**src/rtl/apb_pkg.sv**
```systemverilog
// Shared APB types and default bus widths for the manager and subordinate blocks.
package apb_pkg;

  localparam int unsigned APB_DATA_WIDTH = 8;
  localparam int unsigned APB_ADDR_WIDTH = 10;

  typedef enum logic [1:0] {
    IDLE   = 2'd0,
    SETUP  = 2'd1,
    ACCESS = 2'd2
  } apb_state_e;

endpackage : apb_pkg

```
**src/rtl/apb_manager_if.sv**
```systemverilog
// Command/response handshake plus APB bus signals seen by the manager.
interface apb_manager_if
  import apb_pkg::*;
#(
  parameter int unsigned DATA_WIDTH = APB_DATA_WIDTH,
  parameter int unsigned ADDR_WIDTH = APB_ADDR_WIDTH
);

  logic                  cmd_valid;
  logic                  cmd_ready;
  logic                  cmd_write;
  logic [ADDR_WIDTH-1:0] cmd_addr;
  logic [DATA_WIDTH-1:0] cmd_wdata;

  logic                  rsp_valid;
  logic [DATA_WIDTH-1:0] rsp_rdata;
  logic                  rsp_err;

  logic                  PSELx;
  logic                  PENABLE;
  logic                  PWRITE;
  logic [ADDR_WIDTH-1:0] PADDR;
  logic [DATA_WIDTH-1:0] PWDATA;
  logic [DATA_WIDTH-1:0] PRDATA;
  logic                  PREADY;
  logic                  PSLVERR;

  // Manager view: accepts commands, drives the APB request side.
  modport master (
    input  cmd_valid, cmd_write, cmd_addr, cmd_wdata,
    output cmd_ready, rsp_valid, rsp_rdata, rsp_err,
    output PSELx, PENABLE, PWRITE, PADDR, PWDATA,
    input  PRDATA, PREADY, PSLVERR
  );

  // Environment view: issues commands and plays the subordinate.
  modport slave (
    output cmd_valid, cmd_write, cmd_addr, cmd_wdata,
    input  cmd_ready, rsp_valid, rsp_rdata, rsp_err,
    input  PSELx, PENABLE, PWRITE, PADDR, PWDATA,
    output PRDATA, PREADY, PSLVERR
  );

endinterface : apb_manager_if

```
**src/rtl/apb_wait_timer.sv**
```systemverilog
// Counts ACCESS cycles without PREADY and flags the cycle in which the limit is reached.
module apb_wait_timer #(
  parameter int unsigned TIMEOUT = 16
) (
  input  logic clk,
  input  logic rst_n,
  input  logic clear,
  input  logic enable,
  output logic expired
);

  localparam int unsigned CNT_W = $clog2(TIMEOUT + 1);

  logic [CNT_W-1:0] count_q;

  // Wait-cycle counter; saturates once the limit is hit.
  always_ff @(posedge clk or negedge rst_n) begin
    if (!rst_n) begin
      count_q <= '0;
    end else if (clear) begin
      count_q <= '0;
    end else if (enable && !expired) begin
      count_q <= count_q + CNT_W'(1);
    end
  end

  // Expires during the TIMEOUT-th waiting cycle so the abort edge ends exactly TIMEOUT cycles.
  assign expired = enable && (count_q == CNT_W'(TIMEOUT - 1));

endmodule : apb_wait_timer

```
**src/rtl/apb_manager.sv**
```systemverilog
// APB manager: turns a valid/ready command into one SETUP/ACCESS transfer with timeout.
module apb_manager
  import apb_pkg::*;
#(
  parameter int unsigned DATA_WIDTH = APB_DATA_WIDTH,
  parameter int unsigned ADDR_WIDTH = APB_ADDR_WIDTH,
  parameter int unsigned TIMEOUT    = 16
) (
  input  logic          PCLK,
  input  logic          PRESETn,
  apb_manager_if.master bus
);

  apb_state_e state_q, state_d;

  logic                  cmd_ready_c;
  logic                  accept_c;
  logic                  timer_clear_c;
  logic                  timer_en_c;
  logic                  timer_expired_c;
  logic                  complete_c;
  logic                  abort_c;

  logic                  psel_q;
  logic                  penable_q;
  logic                  pwrite_q;
  logic [ADDR_WIDTH-1:0] paddr_q;
  logic [DATA_WIDTH-1:0] pwdata_q;
  logic                  rsp_valid_q;
  logic [DATA_WIDTH-1:0] rsp_rdata_q;
  logic                  rsp_err_q;

  assign cmd_ready_c = (state_q == IDLE);
  assign accept_c    = bus.cmd_valid && cmd_ready_c;

  apb_wait_timer #(
    .TIMEOUT (TIMEOUT)
  ) u_wait_timer (
    .clk     (PCLK),
    .rst_n   (PRESETn),
    .clear   (timer_clear_c),
    .enable  (timer_en_c),
    .expired (timer_expired_c)
  );

  // State register.
  always_ff @(posedge PCLK or negedge PRESETn) begin
    if (!PRESETn) begin
      state_q <= IDLE;
    end else begin
      state_q <= state_d;
    end
  end

  // Next-state decode; PREADY takes priority over timer expiry in ACCESS.
  always_comb begin
    state_d       = state_q;
    timer_clear_c = 1'b0;
    timer_en_c    = 1'b0;
    complete_c    = 1'b0;
    abort_c       = 1'b0;
    unique case (state_q)
      IDLE: begin
        if (accept_c) state_d = SETUP;
      end
      SETUP: begin
        timer_clear_c = 1'b1;
        state_d       = ACCESS;
      end
      ACCESS: begin
        if (bus.PREADY) begin
          complete_c = 1'b1;
          state_d    = IDLE;
        end else begin
          timer_en_c = 1'b1;
          if (timer_expired_c) begin
            abort_c = 1'b1;
            state_d = IDLE;
          end
        end
      end
      default: state_d = IDLE;
    endcase
  end

  // APB select/enable follow the next state so they change with the state register.
  always_ff @(posedge PCLK or negedge PRESETn) begin
    if (!PRESETn) begin
      psel_q    <= 1'b0;
      penable_q <= 1'b0;
    end else begin
      psel_q    <= (state_d != IDLE);
      penable_q <= (state_d == ACCESS);
    end
  end

  // Request fields captured on the handshake and held until the next one.
  always_ff @(posedge PCLK or negedge PRESETn) begin
    if (!PRESETn) begin
      pwrite_q <= 1'b0;
      paddr_q  <= '0;
      pwdata_q <= '0;
    end else if (accept_c) begin
      pwrite_q <= bus.cmd_write;
      paddr_q  <= bus.cmd_addr;
      pwdata_q <= bus.cmd_wdata;
    end
  end

  // Completion pulse; data and error hold until the next completion.
  always_ff @(posedge PCLK or negedge PRESETn) begin
    if (!PRESETn) begin
      rsp_valid_q <= 1'b0;
      rsp_rdata_q <= '0;
      rsp_err_q   <= 1'b0;
    end else begin
      rsp_valid_q <= complete_c || abort_c;
      if (complete_c) begin
        rsp_err_q   <= bus.PSLVERR;
        rsp_rdata_q <= pwrite_q ? '0 : bus.PRDATA;
      end else if (abort_c) begin
        rsp_err_q   <= 1'b1;
        rsp_rdata_q <= '0;
      end
    end
  end

  assign bus.cmd_ready = cmd_ready_c;
  assign bus.rsp_valid = rsp_valid_q;
  assign bus.rsp_rdata = rsp_rdata_q;
  assign bus.rsp_err   = rsp_err_q;
  assign bus.PSELx     = psel_q;
  assign bus.PENABLE   = penable_q;
  assign bus.PWRITE    = pwrite_q;
  assign bus.PADDR     = paddr_q;
  assign bus.PWDATA    = pwdata_q;

endmodule : apb_manager

```
**src/flat_wrapper.sv**
```systemverilog
// flat-port wrapper written by rule: the top's interface ports become plain ports
module apb_manager_flat import apb_pkg::*;
#(
  parameter int unsigned DATA_WIDTH = APB_DATA_WIDTH,
  parameter int unsigned ADDR_WIDTH = APB_ADDR_WIDTH,
  parameter int unsigned TIMEOUT    = 16
)
  (PCLK, PRESETn, bus_cmd_valid, bus_cmd_write, bus_cmd_addr, bus_cmd_wdata, bus_cmd_ready, bus_rsp_valid, bus_rsp_rdata, bus_rsp_err, bus_PSELx, bus_PENABLE, bus_PWRITE, bus_PADDR, bus_PWDATA, bus_PRDATA, bus_PREADY, bus_PSLVERR);
  apb_manager_if #(.DATA_WIDTH(DATA_WIDTH), .ADDR_WIDTH(ADDR_WIDTH)) bus_i ();
  input  logic PCLK;
  input  logic PRESETn;
  input wire logic [$bits(bus_i.cmd_valid)-1:0] bus_cmd_valid;
  input wire logic [$bits(bus_i.cmd_write)-1:0] bus_cmd_write;
  input wire logic [$bits(bus_i.cmd_addr)-1:0] bus_cmd_addr;
  input wire logic [$bits(bus_i.cmd_wdata)-1:0] bus_cmd_wdata;
  output wire logic [$bits(bus_i.cmd_ready)-1:0] bus_cmd_ready;
  output wire logic [$bits(bus_i.rsp_valid)-1:0] bus_rsp_valid;
  output wire logic [$bits(bus_i.rsp_rdata)-1:0] bus_rsp_rdata;
  output wire logic [$bits(bus_i.rsp_err)-1:0] bus_rsp_err;
  output wire logic [$bits(bus_i.PSELx)-1:0] bus_PSELx;
  output wire logic [$bits(bus_i.PENABLE)-1:0] bus_PENABLE;
  output wire logic [$bits(bus_i.PWRITE)-1:0] bus_PWRITE;
  output wire logic [$bits(bus_i.PADDR)-1:0] bus_PADDR;
  output wire logic [$bits(bus_i.PWDATA)-1:0] bus_PWDATA;
  input wire logic [$bits(bus_i.PRDATA)-1:0] bus_PRDATA;
  input wire logic [$bits(bus_i.PREADY)-1:0] bus_PREADY;
  input wire logic [$bits(bus_i.PSLVERR)-1:0] bus_PSLVERR;
  assign bus_i.cmd_valid = bus_cmd_valid;
  assign bus_i.cmd_write = bus_cmd_write;
  assign bus_i.cmd_addr = bus_cmd_addr;
  assign bus_i.cmd_wdata = bus_cmd_wdata;
  assign bus_cmd_ready = bus_i.cmd_ready;
  assign bus_rsp_valid = bus_i.rsp_valid;
  assign bus_rsp_rdata = bus_i.rsp_rdata;
  assign bus_rsp_err = bus_i.rsp_err;
  assign bus_PSELx = bus_i.PSELx;
  assign bus_PENABLE = bus_i.PENABLE;
  assign bus_PWRITE = bus_i.PWRITE;
  assign bus_PADDR = bus_i.PADDR;
  assign bus_PWDATA = bus_i.PWDATA;
  assign bus_i.PRDATA = bus_PRDATA;
  assign bus_i.PREADY = bus_PREADY;
  assign bus_i.PSLVERR = bus_PSLVERR;
  apb_manager #(.DATA_WIDTH(DATA_WIDTH), .ADDR_WIDTH(ADDR_WIDTH), .TIMEOUT(TIMEOUT)) u_core (.PCLK(PCLK), .PRESETn(PRESETn), .bus(bus_i));
endmodule
```
**config.mk**
```make
export PLATFORM = sky130hd
export DESIGN_NAME = apb_manager_flat
export DESIGN_NICKNAME = d
export VERILOG_FILES = /design/src/rtl/apb_pkg.sv /design/src/rtl/apb_manager_if.sv /design/src/rtl/apb_wait_timer.sv /design/src/rtl/apb_manager.sv /design/src/flat_wrapper.sv
export SDC_FILE = /design/constraint.sdc
export NUM_CORES = 1
export LEC_CHECK = 0
export BUFFER_PORTS_ARGS = -buffer_cell sky130_fd_sc_hd__buf_2
export CAP_MARGIN = 0
export CORE_MARGIN = 5
export CORE_UTILIZATION = 46
export DETAILED_ROUTE_END_ITERATION = 8
export PLACE_DENSITY = 0.86
export SYNTH_ARGS = -nofsm -noshare
export SYNTH_HDL_FRONTEND = slang
export SYNTH_HIERARCHICAL = 1
export SYNTH_SLANG_ARGS = --single-unit
```
**constraint.sdc**
```tcl
create_clock -name PCLK -period 2.4 [get_ports PCLK]
set_input_delay 0.36 -clock PCLK [delete_from_list [all_inputs] [get_ports PCLK]]
set_output_delay 0.36 -clock PCLK [all_outputs]
set_load 0.03 [all_outputs]
```
==> results.py, run 1 <==
metrics = {
    "logic_synthesis": {
        "synth-edff-count": 0,
        "yosys_register_bits": 38,
        "number_of_instances_in_the_synthesized_netlist": 101,
        "ys_types": 25,
        "synth.net_count": 135,
        "syn-mean-instance-area_um2": 15.0,
        "syn_area_um2": 1510,
        "synth_ff_type": "dfrtp_1",
        "async_flop_share_pct": 100,
        "synthesis.yosys.warnings": 6,
        "synth_sequential_area_ratio_pct": 63.0,
    },
    "worst_setup_path": {
        "timing.critical_path.to_type": "flop",
        "critical-path-max-stage-delay_ns": 0.43,
        "critical_path.slowest_cell": "dfrtp_1",
        "cp.required_ns": 2.64,
        "timing.critical_path.fanout_max": 9,
        "crit_buf_inv": 1,
        "critPathArrivalTime_ns": 2.20,
        "worst-setup-path-type": "flop to flop",
        "worst_r2r_startpoint": "u_core/u_wait_timer/count_q[0]$_DFFE_PN0P_",
        "worst-r2r-setup-slack_ns": 0.44,
        "crit_family": "compound AO/OA/AOI/OAI gates",
        "path_common_cell": "ha_1",
        "reg2regPathDepth": 7,
        "startpoint_type": "flop",
        "timing.rr.end": "u_core/bus.rsp_err$_DFFE_PN0P_",
        "critical_path.cell_chain": "ha_1 -> and3_1 -> ha_1 -> and2_1 -> o21ai_2 -> inv_1 -> o22a_1",
    },
    "power": {
        "net_sw_share_pct": 40.6,
        "internal-power_uw": 1780,
        "comb_power_share_pct": 45.5,
        "power_switching_uw": 1210,
        "p_leak_uw": 0.00103,
        "power.share.clock_pct": 18.5,
        "worst_ir_drop_vdd_v": 0.000749,
        "power_density_nw_per_um2": 1520,
        "sequentialPowerShare_pct": 36.0,
    },
    "cts": {
        "h-tree-depth": 2,
        "cts_setup_buffers": 0,
        "cts_hold_buffers": 0,
        "cts_buffer_depth": 2,
        "clk_transition_reported_paths_ns": 0.11,
        "tritoncts": "yes",
        "clock_latency_on_the_worst_skew_pair_ns": 0.33,
        "numClockSinks": 38,
        "cts-root-buf": "clkbuf_4",
        "post_cts.resized_instances": 0,
        "cts_made_buffers": 5,
    },
    "cells_and_area": {
        "fillCellCount": 259,
        "num-nets-final": 203,
        "layout-area-overhead-vs-synth_pct": 30.4,
        "num_antenna_cells": 0,
        "final_instance_count_excl_fillers": 214,
        "final_util_pct": 63.5,
        "sequential_cell_area_um2": 951,
        "multi_input_comb_area_um2": 529,
        "drive_above_1_share_pct": 55.9,
    },
    "sta": {
        "post_route_worst_setup_slack_ns": 0.436,
        "final-max-slew-violation-count": 0,
        "post-route-period-util_pct": 81.8,
        "timing.final.hold_violations": 0,
        "skew_ns": 0.00791,
        "setup_viol": 0,
        "hold_ws_ns": 0.102,
        "min_period_ns": 1.96,
        "fmax_mhz": 509,
        "tightest_slew_ns": 0.813,
        "setup_tns_ns": 0,
        "timing.slew.headroom_pct": 45.8,
        "grt_setup_unrepaired": "false",
    },
    "place": {
        "preCtsSetupSlack_ns": 0.444,
        "routabilityCongestion": 0.747,
        "detailedPlacementHpwl_um": 2440,
        "numPlacedInstances": 206,
        "io_buffers": 63,
    },
    "global_route": {
        "globalRoute.totalOverflow": 0,
        "grt_antenna_before_repair": 0,
        "wire_length_of_the_first_global_routing_pass_um": 4870,
        "first_global_vias": 1095,
        "grt_start_max_net_pins": 39,
        "grt.total_usage_pct": 14.5,
    },
    "route": {
        "route.final.wire_length_um": 3140,
        "routed-via-count": 1048,
        "detail_route.first_pass.iterations": 4,
        "post_route_drc": 0,
        "ant_nets": 0,
        "detailedRoute.firstIterationViolations": 45,
        "via_per_inst": 4.90,
        "detail_route.wl_per_cell_um": 14.7,
    },
    "floorplan": {
        "initial_core_util_pct": 48.7,
        "core_region_area_um2": 3100,
        "die_h_um": 67.3,
        "top_level_ports": 64,
        "design.die.area_um2": 4530,
        "dieWidth_um": 67.3,
        "rows": 20,
    },
    "hold_path": {
        "worst_hold_path_type": "primary input to async pin",
    },
    "run_status": {
        "run_status": "finished, final reports clean",
    },
    "job": {
        "drv_cap": 0,
    },
}
worst register-to-register path, delay by kind of cell (launching register included):
family | cells | cell delay (ns)
compound gates | 2 | 0.52
buf+inv | 1 | 0.11
fa+ha+maj | 2 | 0.46
simple gates | 2 | 0.35
flops | 1 | 0.43
kinds of logic (layout without fill, tap and decap cells):
| kind of cell | after synthesis | after routing | synth area share (%) |
|---|---|---|---|
| flops | 38 | 38 | 63.0 |
| buf+inv | 4 | 73 | 1.99 |
| simple gates | 21 | 21 | 8.62 |
| xor+xnor | 2 | 2 | 1.16 |
| mux | 21 | 21 | 16.3 |
| compound gates | 13 | 13 | 7.29 |
| fa+ha+maj | 2 | 2 | 1.66 |
Yosys cell counts (2+ instances only):
cell type  count  area share (%)
nand3b_1       2            0.99
a22o_1         8             4.6
ha_1           2             1.7
nor2_1         9             2.2
nor2b_1        2            0.83
mux2_4         3             3.0
inv_1          2            0.50
mux2_2        17              13
buf_6          2             1.5
a21o_1         2            0.99
dfrtp_1       38              63
power by group through the flow:
stage | Combinational (µW) | Sequential [µW] | Clock (µW)
floorplan | 484 | 1590 | 0
global placement | 1340 | 1070 | 0
detailed placement | 1370 | 1100 | 0
CTS | 1380 | 1080 | 568
global route | 1450 | 1120 | 600
finish | 1360 | 1080 | 554
state kept, by name, indices dropped and copies added, names as in the netlist:
| name | count |
|---|---|
| u_core/bus.PWDATA | 8 |
| u_core/bus.PENABLE | 1 |
| u_core/bus.PSELx | 1 |
| u_core/bus.rsp_valid | 1 |
| u_core/bus.PADDR | 10 |
| u_core/bus.rsp_rdata | 8 |
| u_core/state_q | 2 |
| u_core/bus.PWRITE | 1 |
| u_core/u_wait_timer/count_q | 5 |
| u_core/bus.rsp_err | 1 |
through the flow:
step	cell area, µm²	total power [µW]
after floorplan	1510	2070
after global placement	1860	2410
after detailed placement	1860	2470
after CTS	1970	3030
after global routing	1970	3160
final	1970	2990
how the worst max path moves through the flow:
stage,from,end,depth (start not counted)
6_report,u_core/u_wait_timer/count_q[0]$_DFFE_PN0P_,u_core/bus.rsp_err$_DFFE_PN0P_,7
4_1_cts,u_core/u_wait_timer/count_q[0]$_DFFE_PN0P_,u_core/bus.rsp_err$_DFFE_PN0P_,7
2_1_floorplan,u_core/u_wait_timer/count_q[0]$_DFFE_PN0P_,u_core/bus.rsp_err$_DFFE_PN0P_,7
3_5_place_dp,u_core/u_wait_timer/count_q[0]$_DFFE_PN0P_,u_core/bus.rsp_err$_DFFE_PN0P_,7
3_3_place_gp,u_core/u_wait_timer/count_q[0]$_DFFE_PN0P_,u_core/bus.rsp_err$_DFFE_PN0P_,7
5_1_grt,u_core/u_wait_timer/count_q[0]$_DFFE_PN0P_,u_core/bus.rsp_err$_DFFE_PN0P_,7
cells in the final DEF, fill, tap and decap left out, types with 2 or more instances in the layout:
master      n
a21o_1      2
a22o_1      8
buf_2      63
bufinv_16   2
clkbuf_4    5
dfrtp_1    38
ha_1        2
inv_1       2
mux2_2     17
mux2_4      3
nand3b_1    2
nor2_1      9
nor2b_1     2
final cells by class:
cell class	count	area share (%)
inverters	2	0.381
clock inverters	2	3.05
multi-input cells	59	26.9
repair buffers	63	16.0
flip-flops and latches	38	48.3
clock buffers	6	2.60
well taps	44	2.80
layer usage:
metal	vias up	part of all wire, %	global-route usage [%]
li1	495	-	-
met1	499	37	15.9
met2	48	51	25.9
met3	6	11	4.99
met4	0	1.3	5.32
met5	-	0	0
Note: power is estimated with default switching activity, not from simulation.
==> inputs of run 2 (changes only) <==
Clock period 2.4 ns to 1.9 ns, I/O delays scaled along.
==> run 2 against run 1 <==
Combinational power grew 27%. Highest routed layer unchanged. Critical path type unchanged. Via count grew 2.9%. Critical endpoint is now u_core/u_wait_timer/count_q[3]$_DFFE_PN0P_. Routed wire length grew 0.70%. Flip-flop and latch count is the same. First-iteration DRC count shrank 33%. Largest power group unchanged.
==> results.py, run 2 (synthesis results as in run 1) <==
metrics = {
    "route": {
        "detail_route.first_pass.iterations": 4,
        "post_route_drc": 0,
        "route.final.wire_length_um": 3160,
        "detailedRoute.firstIterationViolations": 30,
        "detail_route.wl_per_cell_um": 14.7,
        "routed-via-count": 1078,
        "via_per_inst": 5.01,
        "ant_nets": 0,
    },
    "power": {
        "p_leak_uw": 0.00103,
        "sequentialPowerShare_pct": 36.1,
        "power_density_nw_per_um2": 1910,
        "power.share.clock_pct": 18.0,
        "comb_power_share_pct": 45.9,
        "internal-power_uw": 2210,
        "worst_ir_drop_vdd_v": 0.000788,
        "power_switching_uw": 1550,
        "net_sw_share_pct": 41.2,
    },
    "global_route": {
        "globalRoute.totalOverflow": 0,
        "wire_length_of_the_first_global_routing_pass_um": 5260,
        "grt.total_usage_pct": 15.8,
        "grt_antenna_before_repair": 0,
        "first_global_vias": 1164,
        "grt_start_max_net_pins": 39,
    },
    "cts": {
        "clk_transition_reported_paths_ns": 0.12,
        "numClockSinks": 38,
        "cts_hold_buffers": 0,
        "cts_made_buffers": 5,
        "post_cts.resized_instances": 0,
        "cts-root-buf": "clkbuf_4",
        "cts_setup_buffers": 0,
        "cts_buffer_depth": 2,
        "h-tree-depth": 2,
        "tritoncts": "yes",
        "clock_latency_on_the_worst_skew_pair_ns": 0.34,
    },
    "sta": {
        "timing.slew.headroom_pct": 45.8,
        "setup_viol": 0,
        "final-max-slew-violation-count": 0,
        "timing.final.hold_violations": 0,
        "skew_ns": 0.00825,
        "post_route_worst_setup_slack_ns": 0.0792,
        "post-route-period-util_pct": 95.8,
        "min_period_ns": 1.82,
        "setup_tns_ns": 0,
        "tightest_slew_ns": 0.812,
        "fmax_mhz": 549,
        "grt_setup_unrepaired": "false",
    },
    "cells_and_area": {
        "mostFrequentLayoutCell": "buf_2",
        "fillCellCount": 269,
        "drive_above_1_share_pct": 56.1,
        "num-nets-final": 204,
        "layout_common_cells": "buf_2 (63), dfrtp_1 (38), mux2_2 (17)",
        "layout-area-overhead-vs-synth_pct": 30.6,
        "num_antenna_cells": 0,
        "largest_reg_flops": 10,
    },
    "job": {
        "drv_cap": 0,
    },
    "floorplan": {
        "initial_core_util_pct": 48.7,
        "top_level_ports": 64,
        "die_h_um": 67.3,
        "core_region_area_um2": 3100,
        "dieWidth_um": 67.3,
        "design.die.area_um2": 4530,
        "rows": 20,
    },
    "run_status": {
        "run_status": "finished, final reports clean",
    },
    "worst_setup_path": {
        "startpoint_type": "flop",
        "cp.required_ns": 2.14,
        "critical_path.cell_chain": "ha_1 -> and3_1 -> ha_1 -> nor2b_4 -> nand4_2 -> mux2_4",
        "crit_family": "simple AND/OR/NAND/NOR gates",
        "critPathArrivalTime_ns": 2.06,
        "timing.critical_path.to_type": "flop",
        "crit_buf_inv": 0,
        "worst-setup-path-type": "flop to flop",
        "path_common_cell": "ha_1",
        "critical-path-max-stage-delay_ns": 0.44,
        "critical_path.slowest_cell": "dfrtp_1",
        "timing.critical_path.fanout_max": 5,
    },
    "place": {
        "preCtsSetupSlack_ns": 0.0922,
        "detailedPlacementHpwl_um": 2350,
        "io_buffers": 63,
        "routabilityCongestion": 0.737,
    },
    "hold_path": {
        "worst_hold_path_type": "primary input to async pin",
    },
}
==> run 2: cell types whose count changed in the layout (fill, tap and decap cells not counted), sizes merged <==
cell	change
clkbuf	-1
clkinv	+1
buf	+1
==> run 2: power by group through the flow <==
stage	clock (µW)	combinational, µW	sequential, µW
floorplan	0	612	2000
global placement	0	1700	1350
detailed placement	0	1740	1380
CTS	696	1750	1370
global route	747	1850	1410
finish	677	1730	1360
==> run 2: area by class of cell <==
| type | instances | area (µm²) | share of cell area, % |
|---|---|---|---|
| sequential | 38 | 951 | 48.2 |
| clock inverter | 3 | 68.8 | 3.49 |
| timing repair buffer | 64 | 323 | 16.4 |
| inverter | 2 | 7.51 | 0.381 |
| clock buffer | 5 | 37.5 | 1.90 |
| multi-input combinational | 59 | 529 | 26.8 |
| tap | 44 | 55.1 | 2.79 |
==> run 2: path summary, 6_finish.rpt <==
check                                                             end                                       start  depth (start not counted)  slack [ns]
setup / recovery           u_core/u_wait_timer/count_q[3]$_DFFE_PN0P_  u_core/u_wait_timer/count_q[0]$_DFFE_PN0P_                          6        0.08
hold / removal                    u_core/bus.rsp_rdata[6]$_DFFE_PN0P_                                     PRESETn                          1        0.02
max in group asynchronous             u_core/bus.PADDR[3]$_DFFE_PN0P_                                     PRESETn                          1        1.37
setup reg to reg           u_core/u_wait_timer/count_q[3]$_DFFE_PN0P_  u_core/u_wait_timer/count_q[0]$_DFFE_PN0P_                          6        0.08
hold reg to reg                   u_core/bus.rsp_rdata[7]$_DFFE_PN0P_         u_core/bus.rsp_rdata[7]$_DFFE_PN0P_                          1        0.51
min in group PCLK                 u_core/bus.rsp_rdata[7]$_DFFE_PN0P_                               bus_PRDATA[7]                          2        0.15
==> run 2: routing by layer <==
metal | vias to the layer above | track usage [%] | routed length, µm
li1 | 493 | - | -
met5 | - | 0 | 0
met4 | 0 | 8.86 | 42
met3 | 5 | 4.16 | 349
met2 | 54 | 27.7 | 1640
met1 | 526 | 17.3 | 1130
==> run 2: per-stage QoR <==
stage	total power, µW	instance area [µm²]	utilization (%)	hold slack [ns]	cells
6_report	3760	1970	63.5	0.0245	215
4_1_cts	3820	1970	63.5	0.0351	215
3_3_place_gp	3050	1870	60.1	0.399	207
5_1_grt	4010	1970	63.5	0.0741	215
2_1_floorplan	2610	1510	-	-0.0106	101
3_5_place_dp	3120	1870	60.1	0.421	207
